## src/rtl/coffee_pkg.sv

```systemverilog
// Shared types and defaults for the coffee order front end.
package coffee_pkg;

    localparam int unsigned CREDIT_W = 8;

    typedef enum logic [1:0] {
        ST_IDLE,
        ST_SELECTED,
        ST_BREW,
        ST_REFUND
    } state_t;

    typedef enum logic [1:0] {
        FLV_ESP = 2'b00,
        FLV_CAP = 2'b01,
        FLV_LAT = 2'b10,
        FLV_MOC = 2'b11
    } flavour_t;

    localparam logic [CREDIT_W-1:0] PRICE_ESP_DEF  = 8'd20;
    localparam logic [CREDIT_W-1:0] PRICE_CAP_DEF  = 8'd30;
    localparam logic [CREDIT_W-1:0] PRICE_LAT_DEF  = 8'd30;
    localparam logic [CREDIT_W-1:0] PRICE_MOC_DEF  = 8'd35;
    localparam logic [CREDIT_W-1:0] CREDIT_MAX_DEF = 8'd200;
    localparam int unsigned         TIMEOUT_DEF    = 1000;

    function automatic logic btn_valid(input logic [3:0] btn);
        return $onehot(btn);
    endfunction

    function automatic flavour_t btn_code(input logic [3:0] btn);
        flavour_t code;
        code = FLV_ESP;
        case (btn)
            4'b0010: code = FLV_CAP;
            4'b0100: code = FLV_LAT;
            4'b1000: code = FLV_MOC;
            default: code = FLV_ESP;
        endcase
        return code;
    endfunction

endpackage

```

## src/rtl/coffee_order_timer.sv

```systemverilog
// Loadable down-counter; expire_o is high during the last enabled count.
module coffee_order_timer #(
    parameter int unsigned LOAD_VAL = 1000
) (
    input  logic clk,
    input  logic rst_n,
    input  logic load_i,
    input  logic en_i,
    output logic expire_o
);

    localparam int unsigned W = (LOAD_VAL < 2) ? 1 : $clog2(LOAD_VAL + 1);

    logic [W-1:0] cnt_q;
    logic [W-1:0] cnt_d;

    always_comb begin
        cnt_d = cnt_q;
        if (load_i) begin
            cnt_d = W'(LOAD_VAL);
        end else if (en_i && (cnt_q != '0)) begin
            cnt_d = cnt_q - W'(1);
        end
    end

    always_ff @(posedge clk or negedge rst_n) begin
        if (!rst_n) begin
            cnt_q <= '0;
        end else begin
            cnt_q <= cnt_d;
        end
    end

    // Independent of load_i so the controller can gate it without a comb loop.
    assign expire_o = en_i && (cnt_q == W'(1));

endmodule

```

## src/rtl/coffee_order_ctrl.sv

```systemverilog
// Coin/selection front end for coffee_maker: credit, order hand-off, refund.
module coffee_order_ctrl
    import coffee_pkg::*;
#(
    parameter logic [CREDIT_W-1:0] PRICE_ESP   = PRICE_ESP_DEF,
    parameter logic [CREDIT_W-1:0] PRICE_CAP   = PRICE_CAP_DEF,
    parameter logic [CREDIT_W-1:0] PRICE_LAT   = PRICE_LAT_DEF,
    parameter logic [CREDIT_W-1:0] PRICE_MOC   = PRICE_MOC_DEF,
    parameter logic [CREDIT_W-1:0] CREDIT_MAX  = CREDIT_MAX_DEF,
    parameter int unsigned         TIMEOUT_CYC = TIMEOUT_DEF
) (
    input  logic                clk,
    input  logic                rst_n,
    input  logic                coin_valid,
    input  logic [3:0]          coin_value,
    input  logic [3:0]          flavour_btn,
    input  logic [1:0]          sugar_level,
    input  logic                cancel,
    input  logic                maker_done,
    output logic [1:0]          flavour_select,
    output logic [1:0]          sugar_select,
    output logic                order_valid,
    output logic [CREDIT_W-1:0] credit,
    output logic                coin_reject,
    output logic                change_pulse,
    output logic                busy
);

    state_t                state_q, state_d;
    flavour_t              flavour_q, flavour_d;
    logic [1:0]            sugar_q, sugar_d;
    logic                  order_valid_q, order_valid_d;
    logic [CREDIT_W-1:0]   credit_q, credit_d;
    logic                  coin_reject_q, coin_reject_d;
    logic                  change_pulse_q, change_pulse_d;
    logic                  busy_q, busy_d;

    logic                  press_ok;
    flavour_t              flavour_eff;
    logic [CREDIT_W-1:0]   price;
    logic [CREDIT_W:0]     coin_sum;
    logic                  coin_ok;
    logic [CREDIT_W-1:0]   credit_add;
    logic                  timer_load;
    logic                  timer_expire;

    coffee_order_timer #(
        .LOAD_VAL (TIMEOUT_CYC)
    ) u_timer (
        .clk      (clk),
        .rst_n    (rst_n),
        .load_i   (timer_load),
        .en_i     (state_q == ST_SELECTED),
        .expire_o (timer_expire)
    );

    always_comb begin
        press_ok    = btn_valid(flavour_btn);
        flavour_eff = press_ok ? btn_code(flavour_btn) : flavour_q;
        case (flavour_eff)
            FLV_ESP: price = PRICE_ESP;
            FLV_CAP: price = PRICE_CAP;
            FLV_LAT: price = PRICE_LAT;
            default: price = PRICE_MOC;
        endcase
        coin_sum   = {1'b0, credit_q} + (CREDIT_W + 1)'(coin_value);
        coin_ok    = coin_valid && (coin_sum <= {1'b0, CREDIT_MAX});
        credit_add = coin_ok ? coin_sum[CREDIT_W-1:0] : credit_q;
    end

    always_comb begin
        state_d        = state_q;
        flavour_d      = flavour_q;
        sugar_d        = sugar_q;
        credit_d       = credit_q;
        order_valid_d  = 1'b0;
        coin_reject_d  = 1'b0;
        change_pulse_d = 1'b0;
        timer_load     = 1'b0;

        case (state_q)
            ST_IDLE: begin
                coin_reject_d = coin_valid && !coin_ok;
                credit_d      = credit_add;
                if (cancel && (credit_add != '0)) begin
                    state_d = ST_REFUND;
                end else if (press_ok) begin
                    flavour_d  = flavour_eff;
                    sugar_d    = sugar_level;
                    state_d    = ST_SELECTED;
                    timer_load = 1'b1;
                end
            end
            ST_SELECTED: begin
                coin_reject_d = coin_valid && !coin_ok;
                credit_d      = credit_add;
                if (cancel) begin
                    state_d = ST_REFUND;
                end else begin
                    if (press_ok) begin
                        flavour_d = flavour_eff;
                        sugar_d   = sugar_level;
                    end
                    // A coin or press in the expiry cycle restarts the timeout.
                    if (credit_add >= price) begin
                        state_d       = ST_BREW;
                        credit_d      = credit_add - price;
                        order_valid_d = 1'b1;
                    end else if (coin_valid || press_ok) begin
                        timer_load = 1'b1;
                    end else if (timer_expire) begin
                        state_d = ST_REFUND;
                    end
                end
            end
            ST_BREW: begin
                coin_reject_d = coin_valid;
                order_valid_d = 1'b1;
                if (maker_done) begin
                    order_valid_d = 1'b0;
                    state_d       = (credit_q != '0) ? ST_REFUND : ST_IDLE;
                end
            end
            ST_REFUND: begin
                coin_reject_d = coin_valid;
                if (credit_q == '0) begin
                    state_d = ST_IDLE;
                end else if (!change_pulse_q) begin
                    change_pulse_d = 1'b1;
                    credit_d       = credit_q - CREDIT_W'(1);
                end
            end
            default: state_d = ST_IDLE;
        endcase

        busy_d = (state_d == ST_BREW) || (state_d == ST_REFUND);
    end

    always_ff @(posedge clk or negedge rst_n) begin
        if (!rst_n) begin
            state_q        <= ST_IDLE;
            flavour_q      <= FLV_ESP;
            sugar_q        <= '0;
            credit_q       <= '0;
            order_valid_q  <= 1'b0;
            coin_reject_q  <= 1'b0;
            change_pulse_q <= 1'b0;
            busy_q         <= 1'b0;
        end else begin
            state_q        <= state_d;
            flavour_q      <= flavour_d;
            sugar_q        <= sugar_d;
            credit_q       <= credit_d;
            order_valid_q  <= order_valid_d;
            coin_reject_q  <= coin_reject_d;
            change_pulse_q <= change_pulse_d;
            busy_q         <= busy_d;
        end
    end

    assign flavour_select = flavour_q;
    assign sugar_select   = sugar_q;
    assign order_valid    = order_valid_q;
    assign credit         = credit_q;
    assign coin_reject    = coin_reject_q;
    assign change_pulse   = change_pulse_q;
    assign busy           = busy_q;

endmodule

```

## config.mk

```make
export PLATFORM = sky130hd
export DESIGN_NAME = coffee_order_ctrl
export DESIGN_NICKNAME = d
export VERILOG_FILES = /design/src/rtl/coffee_pkg.sv /design/src/rtl/coffee_order_timer.sv /design/src/rtl/coffee_order_ctrl.sv
export SDC_FILE = /design/constraint.sdc
export NUM_CORES = 1
export LEC_CHECK = 0
export BUFFER_PORTS_ARGS = -buffer_cell sky130_fd_sc_hd__buf_4
export CORE_AREA = 8 8 135 74
export CTS_CLUSTER_DIAMETER = 100
export CTS_CLUSTER_SIZE = 24
export DETAILED_ROUTE_END_ITERATION = 16
export DIE_AREA = 0 0 143 82
export SYNTH_ARGS = -nofsm -noshare
export SYNTH_HDL_FRONTEND = slang
export SYNTH_HIERARCHICAL = 1
export SYNTH_SLANG_ARGS = --single-unit
```

## constraint.sdc

```tcl
create_clock -name clk -period 5.5 [get_ports clk]
set_input_delay 0.275 -clock clk [delete_from_list [all_inputs] [get_ports clk]]
set_output_delay 0.275 -clock clk [all_outputs]
set_load 0.05 [all_outputs]
```

Yosys cells after proc, flatten, opt, wreduce, memory -nomap -nowiden
Index checks and enable logic that the tools add are counted.
Widths: inputs -> output; s select.
{"block": "classes", "shift": 0, "mux": 43, "addsub": 7, "n_reduce_logical": 22, "n_eq_ne": 16, "bitwise_logic": 0, "div_mod_pow": 0, "multipliers": 0, "magnitude_cmp": 2}
{"operator": "$mux 8", "n": 5}
{"operator": "$mux 2", "n": 16}
{"operator": "$pmux 8 s3", "n": 1}
{"operator": "$mux 10", "n": 2}
{"operator": "$reduce_bool 8->1", "n": 2}
{"operator": "$pmux 6 s2", "n": 1}
{"operator": "$mux 1", "n": 11}
{"operator": "$eq 10x1->1 const B", "n": 1}
{"operator": "$eq 2x2->1 const B", "n": 5}
{"operator": "$reduce_bool 10->1", "n": 1}
{"operator": "$sub 10x1->10 const B", "n": 1}
{"operator": "$add 8x4->9", "n": 1}
{"operator": "$le 9x8->1 const B", "n": 1}
{"operator": "$ge 8x8->1", "n": 1}
{"operator": "$logic_not 8->1", "n": 1}
{"operator": "$ne 2x2->1 const B", "n": 4}
{"operator": "$pmux 2 s2", "n": 2}
{"operator": "$pmux 2 s4", "n": 1}
{"operator": "$sub 8x1->8 const B", "n": 1}
{"operator": "$sub 8x8->8", "n": 1}
{"operator": "$pmux 1 s2", "n": 3}
{"operator": "$pmux 2 s3", "n": 1}
{"operator": "$reduce_and 3->1", "n": 2}
{"operator": "$reduce_or 2->1", "n": 3}
{"operator": "13 further kinds", "n": 22}
{"block": "totals", "output_inout_bits": 16, "inputBits": 15, "latch_bits": 0, "regBits": 28, "ram_bits": 0, "mem_bits_ro": 0, "memories": 0}

Longest topological paths before layout
Gate-level depths: netlist of the first run.
{"block": "logic_depth", "word_depth": 13, "depth_mapped": 26, "depth_no_buf": 24}

Cells and area by module
The synthesis of the first run kept the hierarchy.
{"mod": "coffee_order_ctrl", "instances": 1, "cells_per_inst": 304, "area_per_inst_um2": 2452.4}
{"mod": "coffee_order_timer", "instances": 1, "cells_per_inst": 65, "area_per_inst_um2": 640.6}

Worst setup path before layout of the first run
Ideal clock, no wire load.
{"block": "synth_path", "path_type": "reg2reg", "start": "register credit_q[0] (netlist: credit[0])", "end": "register u_timer.cnt_q[1]", "period_less_slack_ns": 5.336, "setup_time_ns": 0.125, "t_arrival_ns": 5.211, "path_buffers": 1, "stages_incl_launch_ff": 25, "path_slack_ns": 0.164, "path_cell_list": "dfrtp_1 > ha_1 > inv_1 > fa_1 > nand2b_2 > a211oi_4 > o41ai_1 > nand3b_4 > a21o_4 > mux2_4 > inv_1 > ha_1 > inv_1 > fa_1 > a211oi_1 > o21bai_1 > a21oi_1 > and2_1 > nand3_1 > a21oi_1 > a21oi_1 > o31ai_1 > clkbuf_1 > nor2_1 > mux2_2"}
{"block": "synth_between", "elab_chain_len": 9, "elab_cells_between_ends": 13, "cone_classes": "add/sub: 1; order compare: 2; mux: 6; reduce/logical: 4"}
{"item": "from (decl)", "line_no": "coffee_order_ctrl.sv:33", "rtl": "logic [CREDIT_W-1:0] credit_q, credit_d;"}
{"item": "from (signal assigned)", "line_no": "coffee_order_ctrl.sv:153", "rtl": "credit_q <= credit_d;"}
{"item": "$add 8x4->9", "line_no": "coffee_order_ctrl.sv:66", "rtl": "coin_sum = {1'b0, credit_q} + (CREDIT_W + 1)'(coin_value);"}
{"item": "$le 9x8->1", "line_no": "coffee_order_ctrl.sv:67", "rtl": "coin_ok = coin_valid && (coin_sum <= {1'b0, CREDIT_MAX});"}
{"item": "$logic_and 1x1->1", "line_no": "coffee_order_ctrl.sv:67"}
{"item": "$mux 8 (*)", "line_no": "coffee_order_ctrl.sv:68", "rtl": "credit_add = coin_ok ? coin_sum[CREDIT_W-1:0] : credit_q;"}
{"item": "$ge 8x8->1 / $reduce_bool 8->1 (equally long branches)", "line_no": "coffee_order_ctrl.sv:105, coffee_order_ctrl.sv:85"}
{"item": "$mux 1 / $logic_and 1x1->1 (equally long branches)", "line_no": "coffee_order_ctrl.sv:105, coffee_order_ctrl.sv:85"}
{"item": "$mux 1, on equally long branches", "line_no": "coffee_order_ctrl.sv:97, coffee_order_ctrl.sv:85"}
{"item": "$pmux 1 s2 (*)", "line_no": "coffee_order_ctrl.sv:81", "rtl": "case (state_q)"}
{"item": "net timer_load", "line_no": "coffee_order_ctrl.sv:44", "rtl": "logic timer_load;"}
{"item": "$mux 10 / $reduce_bool 2->1 (equally long branches)"}
{"item": "to (signal assigned)", "line_no": "coffee_order_timer.sv:30", "rtl": "cnt_q <= cnt_d;"}
{"item": "to (decl)", "line_no": "coffee_order_timer.sv:14", "rtl": "logic [W-1:0] cnt_q;"}
Mark *: on every way through the listed nets, which the timed path passes. The rest lies on a longest branch.
A chain may end at the register's enable or synchronous reset.

Worst setup path after layout of the first run
{"block": "layout_path", "start": "register credit_q[1] (netlist: credit[1])", "end": "register u_timer.cnt_q[1]"}
The elaborated chain is that of the path after synthesis.

==> run summary, run 1 <==
Least-Margin Pin Slew -> 760 ps
DPL Wire Length -> 7260 µm
# fillers -> 830
hold path endpoint -> sugar_select[1]$_DFFE_PN0P_
remaining global-route overflow -> 0
Ant. Diodes -> 0
Cell Area, Synth -> 3090 µm²
initial antenna violation count -> 0
Post-synth EDFFs -> 0
VDD IR max -> 0.000250 V
synth unique cells -> 82
Worst Reg2Reg Path Length in Cells -> 23
sequential area share after synthesis -> 0.227
Mean Syn Cell Area -> 8.38 µm²
clock skew -> 9.32 ps
CP arrival -> 5310 ps
cts bufs inserted -> 3
io pins -> 31
Sw Share -> 0.543
switching power -> 1.29 mW
ys flop type -> dfrtp_1
Worst-Skew Late Latency -> 280 ps
#FFs+latches synth -> 28
vias in the first global route -> 2841
hold wc startpoint -> sugar_level[1]
YS warnings -> 6
top post-synthesis cells by count -> nor2_1, inv_1, a21oi_1
met1 Use GR -> 0.250
outcome -> completed
largest family of logic cells by synthesized area -> compound AO/OA/AOI/OAI gates
Power, Total -> 2.38 mW
RR Endpoint -> u_timer/cnt_q[1]$_DFFE_PN0P_
CTS clk-pin slew, worst paths -> 80 ps
CTS tree -> built
post-layout min period -> 5150 ps
Remaining DRCs -> 0
Worst Setup Start Kind -> flop
RePlAce Congestion -> 0.888
nets -> 451
Synth Area in Adders -> 0.117
power per cell area -> 653 nW/µm²
post-route ant nets -> 0
CTS Buffer Depth -> 2
grt met2 use -> 0.206
largest net degree at the start of global routing -> 29
reg-to-reg slack, setup -> 350 ps
Highest Clock Rate -> 194 MHz
Synth Area in Simple Gates -> 0.223
setup_tns -> 0 ps
Vias -> 3035
crit path max fanout -> 9
post-synthesis xor/xnor area fraction -> 0.0465
DRT Pass-1 Iters -> 5
layout cell share with drive strength beyond 1 -> 0.196
worst hold path depth -> 3
fin. max-slew vios -> 0
GR Util met3 -> 0.0568
mux cell area share after synthesis -> 0.0283
port bufs -> 30
Initial Utilization -> 0.375
syn_nets -> 411
Gate Count Post-Synth -> 369
Final period util -> 0.935
Final setup viols -> 0
RR Startpoint -> credit[1]$_DFFE_PN0P_
clock power share -> 0.080
Core Region -> 8260 µm²
MaxCap Viol Count -> 0
Crit. End Element -> flop
crit path kind -> flop to flop
Total GRT Usage -> 0.162
GR peak layer -> met1
biggest area consumer among synthesized cells -> dfrtp_1
Synth Area in Compound Gates -> 0.306
Routed WL -> 9200 µm
leakage power -> 1.54 nW
RSZ-0062 raised after global routing -> no
Hold/Removal Path Class -> primary input to flop
Die ar. -> 11700 µm²
Int Power -> 1.09 mW
asr flop ratio synth -> 1.00
Core Util, Final -> 0.441
Clock Sinks -> 28
count leader, synth -> nor2_1
P&R area growth vs syn -> 17.8%
clk root buf -> clkbuf_16
Flop pwr share -> 0.167
H-tree depth -> 1
Die Height -> 82 µm
Std-Cell Rows -> 24
combinational group share of total power -> 0.752
vias per cell -> 5.78
Die X -> 143 µm
first-pass GRT wire length -> 15100 µm
Final Hold Viols -> 0
DR WL/cell -> 17.5 µm
top-area cell type share of the netlist area -> 0.227
Required @ worst endpoint -> 5660 ps
DRT iter0 DRCs -> 253
ranking of synthesized cells by area -> dfrtp_1, ha_1, a21oi_1
Slew HR -> 0.494
==> worst max-delay path, cell delays in order, from the launching register on <==
cell,delay (ps)
dfrtp_1,430
inv_1,140
fa_1,450
nand2b_2,250
a21oi_4,280
xnor2_2,180
o211ai_4,180
a21o_4,270
mux2_4,320
inv_1,60
ha_1,160
inv_1,60
fa_1,420
a211oi_1,280
o21bai_1,110
a21oi_1,180
and2_1,170
nand3_1,100
a21oi_1,190
a21oi_1,110
o31ai_2,190
buf_4,230
nor2_1,40
mux2_2,250
==> power groups by stage <==
stage	clock [mW]	sequential, mW	combinational [mW]
after global placement	0	0.399	1.74
final	0.191	0.397	1.79
after global routing	0.204	0.413	1.95
after CTS	0.196	0.397	1.76
after floorplan	0	0.555	1.10
after detailed placement	0	0.398	1.74
==> how the worst max path moves through the flow <==
stage,end,depth (start not counted),startpoint
after CTS,u_timer/cnt_q[0]$_DFFE_PN0P_,23,credit[1]$_DFFE_PN0P_
after detailed placement,u_timer/cnt_q[0]$_DFFE_PN0P_,24,flavour_btn[0]
after floorplan,u_timer/cnt_q[1]$_DFFE_PN0P_,24,credit[0]$_DFFE_PN0P_
after global routing,u_timer/cnt_q[1]$_DFFE_PN0P_,24,credit[0]$_DFFE_PN0P_
after global placement,u_timer/cnt_q[1]$_DFFE_PN0P_,24,flavour_btn[0]
final,u_timer/cnt_q[1]$_DFFE_PN0P_,23,credit[1]$_DFFE_PN0P_
==> flip-flops by register name, indices dropped and copies added (netlist names) <==
register	flops
state_q	2
flavour_select	2
sugar_select	2
change_pulse	1
coin_reject	1
u_timer/cnt_q	10
credit	8
busy	1
order_valid	1
==> cell type report <==
class	count	area, µm²	area share
timing repair buffer	48	363	0.0996
tap	117	146	0.0402
inverter	30	113	0.0309
sequential	28	701	0.192
clock buffer	4	88.8	0.0244
multi-input combinational	298	2230	0.613
==> layout by cell type, fill, tap and decap left out, drive strengths merged, types with 8 or more instances in the layout <==
cell type,n
a21oi,32
dfrtp,28
nand2,26
xnor2,8
o21ai,20
nand3,11
buf,47
ha,24
nand4,8
nor2,33
inv,30
nor3,9
nor2b,10
==> what timing repair did <==
item / 4_1_cts / 5_1_grt
gates resized for setup: 0 / 1
hold buffers: 1 / 0
setup endpoints to repair: 0 / 3
endpoints found under the hold margin: 28 / 0
buffers inserted: 0 / 1
==> through the flow <==
stage | instance area [µm²] | setup WS [ps] | cells | hold WS, ps
CTS | 3630 | 315 | 524 | 274
global route | 3640 | 28.3 | 525 | 302
global placement | 3530 | 377 | 519 | 246
detailed placement | 3530 | 201 | 519 | 244
floorplan | 3090 | 164 | 369 | -20.6
finish | 3640 | 355 | 525 | 270
==> metal layers <==
| layer | up-vias | part of all wire |
|---|---|---|
| li1 | 1457 | - |
| met1 | 1445 | 0.52 |
| met3 | 9 | 0.10 |
| met5 | - | 0 |
| met4 | 0 | 0.0067 |
| met2 | 124 | 0.37 |
==> cells by family after synthesis <==
| kind of cell | Yosys count |
|---|---|
| simple gates | 127 |
| compound gates | 123 |
| buf+inv | 43 |
| flops | 28 |
| fa+ha+maj | 27 |
| xor+xnor | 13 |
| mux | 8 |
Power figures use the tool's default switching activity.
==> inputs of run 2 (changes only) <==
--- a/config.mk
+++ b/config.mk
@@ -6,11 +6,11 @@
 export NUM_CORES = 1
 export LEC_CHECK = 0
 export BUFFER_PORTS_ARGS = -buffer_cell sky130_fd_sc_hd__buf_4
-export CORE_AREA = 8 8 135 74
+export CORE_AREA = 8 8 167 90
 export CTS_CLUSTER_DIAMETER = 100
 export CTS_CLUSTER_SIZE = 24
 export DETAILED_ROUTE_END_ITERATION = 16
-export DIE_AREA = 0 0 143 82
+export DIE_AREA = 0 0 175 98
 export SYNTH_ARGS = -nofsm -noshare
 export SYNTH_HDL_FRONTEND = slang
 export SYNTH_HIERARCHICAL = 1
==> run 2 against run 1 <==
Compared with the run above:
- hold slack worse by 21 ps
- clock power increased by 22%
- fmax rose by 0.40%
- largest cell class unchanged
- cell count rose by 9.3%
- wire length down 0.11%
- final area up 0.69%
- critical path depth up 1
- critical path type unchanged
- count of clock-buffer cells in the layout down 1
==> run summary, run 2 (synthesis gave the netlist of run 1 again) <==
# fillers -> 1381 (+66%)
CP cell instances -> ha_1 > inv_1 > fa_1 > nand2b_2 > a211oi_4 > o41ai_1 > nand3b_4 > a21o_4 > mux2_4 > inv_1 > ha_1 > inv_1 > fa_1 > a211oi_1 > o21bai_1 > a21oi_1 > and2_1 > nand3_1 > a21oi_1 > a21oi_1 > o31ai_4 > nor2b_1 > a21oi_1 > o311ai_0
CP dominant cell by count -> a21oi_1
CP startpoint -> credit[0]$_DFFE_PN0P_
Routed WL -> 9190 µm (-0.11%)
Critical Path Max Stage Delay -> 420 ps (-30 ps)
DRT Pass-1 Iters -> 5 (unchanged)
leakage power -> 1.50 nW (-2.7%)
switching power -> 1.27 mW (-1.5%)
most frequent cells in the layout -> buf_4, nor2_1, inv_1
crit path max fanout -> 9 (unchanged)
multi-input logic area -> 2240 µm² (+0.39%)
Final setup viols -> 0 (unchanged)
DRT iter0 DRCs -> 299 (+18%)
initial antenna violation count -> 0 (unchanged)
Required @ worst endpoint -> 5640 ps (-20 ps)
Die Height -> 98 µm (+20%)
grt met2 use -> 0.148 (-0.0579)
Worst-Skew Late Latency -> 280 ps (about the same)
largest net degree at the start of global routing -> 29 (unchanged)
H-tree depth -> 1 (unchanged)
DR WL/cell -> 16.0 µm (-8.6%)
CP arrival -> 5260 ps (-50 ps)
CTS clk-pin slew, worst paths -> 80 ps (about the same)
RePlAce Congestion -> 0.835 (-6.0%)
crit path max-delay cell type -> fa_1
Clock Sinks -> 28 (unchanged)
Final period util -> 0.932 (-0.00371)
vias in the first global route -> 2886 (+1.6%)
Total GRT Usage -> 0.105 (-0.0566)
nets -> 441 (-2.2%)
Final Non-Filler Cells -> 574 (+9.3%)
RR Endpoint -> u_timer/cnt_q[0]$_DFFE_PN0P_
Int Power -> 1.08 mW (-0.23%)
Power, Total -> 2.36 mW (-0.94%)
max FFs per register -> 10 (unchanged)
GR Util met3 -> 0.0393 (-0.0176)
Ant. Diodes -> 0 (unchanged)
reg-to-reg slack, setup -> 380 ps (+20 ps)
io pins -> 31 (unchanged)
cts bufs inserted -> 3 (unchanged)
Die X -> 175 µm (+22%)
clk root buf -> clkbuf_16
Slew HR -> 0.426 (-0.0680)
MaxCap Viol Count -> 0 (unchanged)
VDD IR max -> 0.000249 V (-0.30%)
sequential cell area -> 702 µm² (+0.18%)
Remaining DRCs -> 0 (unchanged)
Cells after DPL -> 567 (+9.2%)
CTS Buffer Depth -> 2 (unchanged)
Hold/Removal Path Class -> primary input to flop
Worst Reg2Reg Path Length in Cells -> 24 (+4.3%)
Flop pwr share -> 0.180 (+0.013)
outcome -> completed
CTS tree -> built
Crit. End Element -> flop
vias per cell -> 5.27 (-8.9%)
post-route ant nets -> 0 (unchanged)
remaining global-route overflow -> 0 (unchanged)
port bufs -> 30 (unchanged)
Die ar. -> 17200 µm² (+46%)
Highest Clock Rate -> 195 MHz (+0.40%)
fin. max-slew vios -> 0 (unchanged)
met1 Use GR -> 0.152 (-0.0978)
commonest non-fill, non-tap cell in the layout -> buf_4
Least-Margin Pin Slew -> 862 ps (+102 ps)
worst setup margin -> 375 ps (+20.4 ps)
layout cell share with drive strength beyond 1 -> 0.178 (-0.0177)
Sw Share -> 0.540 (-0.00325)
Critical Path End -> u_timer/cnt_q[0]$_DFFE_PN0P_
first-pass GRT wire length -> 15000 µm (-0.46%)
power per cell area -> 642 nW/µm² (-1.6%)
P&R area growth vs syn -> 18.6%
combinational group share of total power -> 0.721 (-0.031)
GR peak layer -> met1
Initial Utilization -> 0.239 (-0.136)
RR Startpoint -> credit[0]$_DFFE_PN0P_
Vias -> 3023 (-0.40%)
Worst Setup Start Kind -> flop
post-layout min period -> 5120 ps (-20.4 ps)
clock power share -> 0.099 (+0.019)
Std-Cell Rows -> 30 (+25%)
clock skew -> 5.57 ps (-3.75 ps)
Core Region -> 12900 µm² (+57%)
post-placement setup slack -> 74.0 ps (-127 ps)
crit path kind -> flop to flop
DPL Wire Length -> 7120 µm (-2.0%)
Reg with most FFs -> u_timer/cnt_q
Final Hold Viols -> 0 (unchanged)
==> run 2: changes by cell type in the layout (fill, tap and decap cells not counted) <==
cell and delta:
buf_4 -10, bufinv_16 +1, clkbuf_8 -1, dfrtp_1 -1, dfrtp_2 +1, o31ai_2 -1, o31ai_4 +1
==> run 2: worst min-delay path by stage <==
stage                   start                     endpoint  slack [ps]  depth (start not counted)
6_report       sugar_level[0]  sugar_select[0]$_DFFE_PN0P_         250                          3
2_1_floorplan           rst_n               busy$_DFF_PN0_         -20                          0
5_1_grt        sugar_level[0]  sugar_select[0]$_DFFE_PN0P_         260                          3
3_5_place_dp            rst_n        credit[3]$_DFFE_PN0P_         230                          1
3_3_place_gp            rst_n        credit[1]$_DFFE_PN0P_         230                          1
4_1_cts        sugar_level[0]  sugar_select[0]$_DFFE_PN0P_         250                          3
==> run 2: worst max-delay path: cells and delay by family, from the launching register on <==
family,cells,cell delay [ps]
and+or+nand+nor,5,830
adders and majority gates,4,1180
AOI/OAI and AO/OA,11,2070
DFF,1,380
buffers and inverters,3,200
muxes,1,320
==> run 2: timing repair <==
item | 4_1_cts | 5_1_grt
endpoints found under the setup margin | 0 | 10
endpoints found under the hold margin | 28 | 0
gates resized for setup | 0 | 3
setup buffers | 0 | 2
hold buffers | 1 | 0
==> run 2: power groups by stage <==
stage | clock network [mW] | registers [mW] | logic (mW)
final | 0.233 | 0.425 | 1.70
after global routing | 0.242 | 0.442 | 1.86
after CTS | 0.235 | 0.424 | 1.66
after detailed placement | 0 | 0.427 | 1.65
after global placement | 0 | 0.424 | 1.63
after floorplan | 0 | 0.555 | 1.10
==> run 2: final cells by class <==
type                            count  area share
Multi-Input combinational cell    298       0.611
Sequential cell                    28       0.191
Timing Repair Buffer               38      0.0784
Tap cell                          176      0.0600
Inverter                           30      0.0307
Clock buffer                        3      0.0205
Clock inverter                      1     0.00819
==> run 2: through the flow <==
step                      hold slack [ps]   util  setup TNS, ps  cell area [µm²]
after global placement                232  0.272              0             3520
after floorplan                     -20.6      -              0             3090
final                                 250  0.283              0             3670
after CTS                             252  0.281              0             3640
after global routing                  260  0.283          -20.8             3670
after detailed placement              234  0.272              0             3520
==> run 2: metal layers <==
metal  up-vias  wire length [µm]
met5         -                 0
met3         7               699
met2        99              3800
met1      1483              4660
met4         0                23
li1       1434                 -
==> inputs of run 3 (changes only) <==
--- a/config.mk
+++ b/config.mk
@@ -11,6 +11,7 @@
 export CTS_CLUSTER_SIZE = 24
 export DETAILED_ROUTE_END_ITERATION = 16
 export DIE_AREA = 0 0 175 98
+export PLACE_DENSITY = 0.39
 export SYNTH_ARGS = -nofsm -noshare
 export SYNTH_HDL_FRONTEND = slang
 export SYNTH_HIERARCHICAL = 1
==> run 3 against run 2 <==
Compared with the run above:
- register-to-register slack better by 30 ps
- cell count is 0.87% higher
- fmax is 0.68% higher
- clock skew is 3.7 ps higher
- first-iteration DRC count is 18% lower
- non-clock buffer count is 5 higher
- clock power is 17% lower
- count of clock-buffer cells in the layout is 1 higher
==> run summary, run 3 (synthesis gave the netlist of run 1 again) <==
initial antenna violation count -> 0 (unchanged)
DR WL/cell -> 17.8 µm (+11%)
Routed WL -> 10300 µm (+12%)
port bufs -> 30 (unchanged)
clock skew -> 9.31 ps (+3.74 ps)
combinational group share of total power -> 0.748 (+0.027)
Final period util -> 0.926 (-0.00625)
Remaining DRCs -> 0 (unchanged)
DRT Pass-1 Iters -> 5 (unchanged)
first-pass GRT wire length -> 16600 µm (+10%)
CTS clk-pin slew, worst paths -> 80 ps (about the same)
Worst Setup Start Kind -> flop
fin. max-slew vios -> 0 (unchanged)
CTS Buffer Depth -> 2 (unchanged)
Int Power -> 1.08 mW (-0.26%)
Least-Margin Pin Slew -> 826 ps (-35.1 ps)
Clock Sinks -> 28 (unchanged)
cts bufs inserted -> 3 (unchanged)
commonest non-fill, non-tap cell in the layout -> buf_4
vias in the first global route -> 2872 (-0.49%)
Vias -> 3023 (unchanged)
Crit. End Element -> flop
switching power -> 1.32 mW (+4.1%)
Die ar. -> 17200 µm² (unchanged)
DRT iter0 DRCs -> 246 (-18%)
Reg with most FFs -> u_timer/cnt_q
clock power share -> 0.081 (-0.018)
design area -> 3690 µm² (+0.48%)
CTS tree -> built
Initial Utilization -> 0.239 (unchanged)
nets -> 446 (+1.1%)
power per cell area -> 652 nW/µm² (+1.6%)
Die Height -> 98 µm (unchanged)
Ant. Diodes -> 0 (unchanged)
H-tree depth -> 1 (unchanged)
Core Region -> 12900 µm² (unchanged)
outcome -> completed
Hold/Removal Path Class -> primary input to flop
P&R area growth vs syn -> 19.2%
clk root buf -> clkbuf_16
most frequent cells in the layout -> buf_4, nor2_1, inv_1
RePlAce Congestion -> 0.815 (-2.4%)
Highest Clock Rate -> 196 MHz (+0.68%)
Total GRT Usage -> 0.121 (+0.0157)
largest net degree at the start of global routing -> 29 (unchanged)
crit path max fanout -> 9 (unchanged)
Flop pwr share -> 0.171 (-0.009)
CP arrival -> 5220 ps (-40 ps)
Die X -> 175 µm (unchanged)
Required @ worst endpoint -> 5630 ps (about the same)
DPL Wire Length -> 8260 µm (+16%)
max FFs per register -> 10 (unchanged)
Worst-Skew Late Latency -> 280 ps (about the same)
VDD IR max -> 0.000192 V (-23%)
crit path kind -> flop to flop
layout cell share with drive strength beyond 1 -> 0.191 (+0.0127)
MaxCap Viol Count -> 0 (unchanged)
Sw Share -> 0.550 (+0.0105)
Final Hold Viols -> 0 (unchanged)
RSZ-0062 raised after global routing -> no
Post-Place Cell Area -> 3570 µm² (+1.3%)
post-route ant nets -> 0 (unchanged)
io pins -> 31 (unchanged)
leakage power -> 1.52 nW (+1.2%)
vias per cell -> 5.22 (-0.86%)
remaining global-route overflow -> 0 (unchanged)
Slew HR -> 0.449 (+0.0234)
Final setup viols -> 0 (unchanged)
post-layout min period -> 5090 ps (-34.4 ps)
Std-Cell Rows -> 30 (unchanged)
setup_tns -> 0 ps (unchanged)
[run 3: changes by cell type in the layout (fill, tap and decap cells not counted)]
| cell | delta |
|---|---|
| buf_4 | +5 |
| a211oi_1 | -1 |
| a211oi_2 | +1 |
| bufinv_16 | -1 |
| clkbuf_8 | +1 |
| o31ai_2 | +1 |
| o31ai_4 | -1 |
[run 3: routing by layer]
layer	global-route usage	up-vias	wire, µm
met4	0.00583	0	21
met5	0	-	0
met3	0.0277	4	757
li1	-	1445	-
met1	0.215	1451	6090
met2	0.134	123	3430
[run 3: repair_timing]
action	in CTS	in global routing
gates resized for setup	0	3
setup endpoints to repair	0	9
buffers inserted	0	1
hold buffers	1	0
hold endpoints to repair	28	0
[run 3: power by group through the flow]
stage	clock network [mW]	registers, mW	logic [mW]
finish	0.194	0.412	1.80
global route	0.212	0.431	1.96
CTS	0.202	0.411	1.77
detailed placement	0	0.414	1.75
global placement	0	0.414	1.79
floorplan	0	0.555	1.10
[run 3: area by class of cell]
cell class / count / area, µm²
tap: 176 / 220
sequential: 28 / 702
inverter: 30 / 113
fill: 1402 / 9260
clock buffer: 4 / 88.8
multi-input combinational: 298 / 2240
timing repair buffer: 43 / 325
[run 3: final timing paths]
kind	start	to	slack (ps)	cells after the start
worst max-delay path	credit[0]$_DFFE_PN0P_	u_timer/cnt_q[0]$_DFFE_PN0P_	410	24
worst min-delay path	sugar_level[0]	sugar_select[0]$_DFFE_PN0P_	260	3
worst max register to register	credit[0]$_DFFE_PN0P_	u_timer/cnt_q[0]$_DFFE_PN0P_	410	24
worst min register to register	change_pulse$_DFF_PN0_	change_pulse$_DFF_PN0_	470	1
max in group asynchronous	rst_n	credit[1]$_DFFE_PN0P_	4700	2
min in group asynchronous	rst_n	credit[6]$_DFFE_PN0P_	460	2
[run 3: metrics by stage]
stage | utilization | hold WS (ps) | total power, mW | cells | setup slack [ps]
floorplan | - | -20.6 | 1.66 | 369 | 164
CTS | 0.283 | 255 | 2.38 | 578 | 144
global placement | 0.276 | 246 | 2.20 | 573 | 264
global route | 0.285 | 264 | 2.60 | 579 | 54.3
detailed placement | 0.276 | 248 | 2.17 | 573 | 24.1
finish | 0.285 | 258 | 2.41 | 579 | 410
[run 3: critical path: stages (launching register included)]
cell,delay [ps]
dfrtp_1,350
ha_1,190
inv_1,60
fa_1,390
nand2b_2,250
a211oi_4,370
o41ai_1,100
nand3b_4,200
a21o_4,260
mux2_4,320
inv_1,60
ha_1,150
inv_1,50
fa_1,430
a211oi_2,270
o21bai_1,100
a21oi_1,170
and2_1,180
nand3_1,100
a21oi_1,170
a21oi_1,100
o31ai_2,190
nor2b_1,150
a21oi_1,180
o311ai_0,140
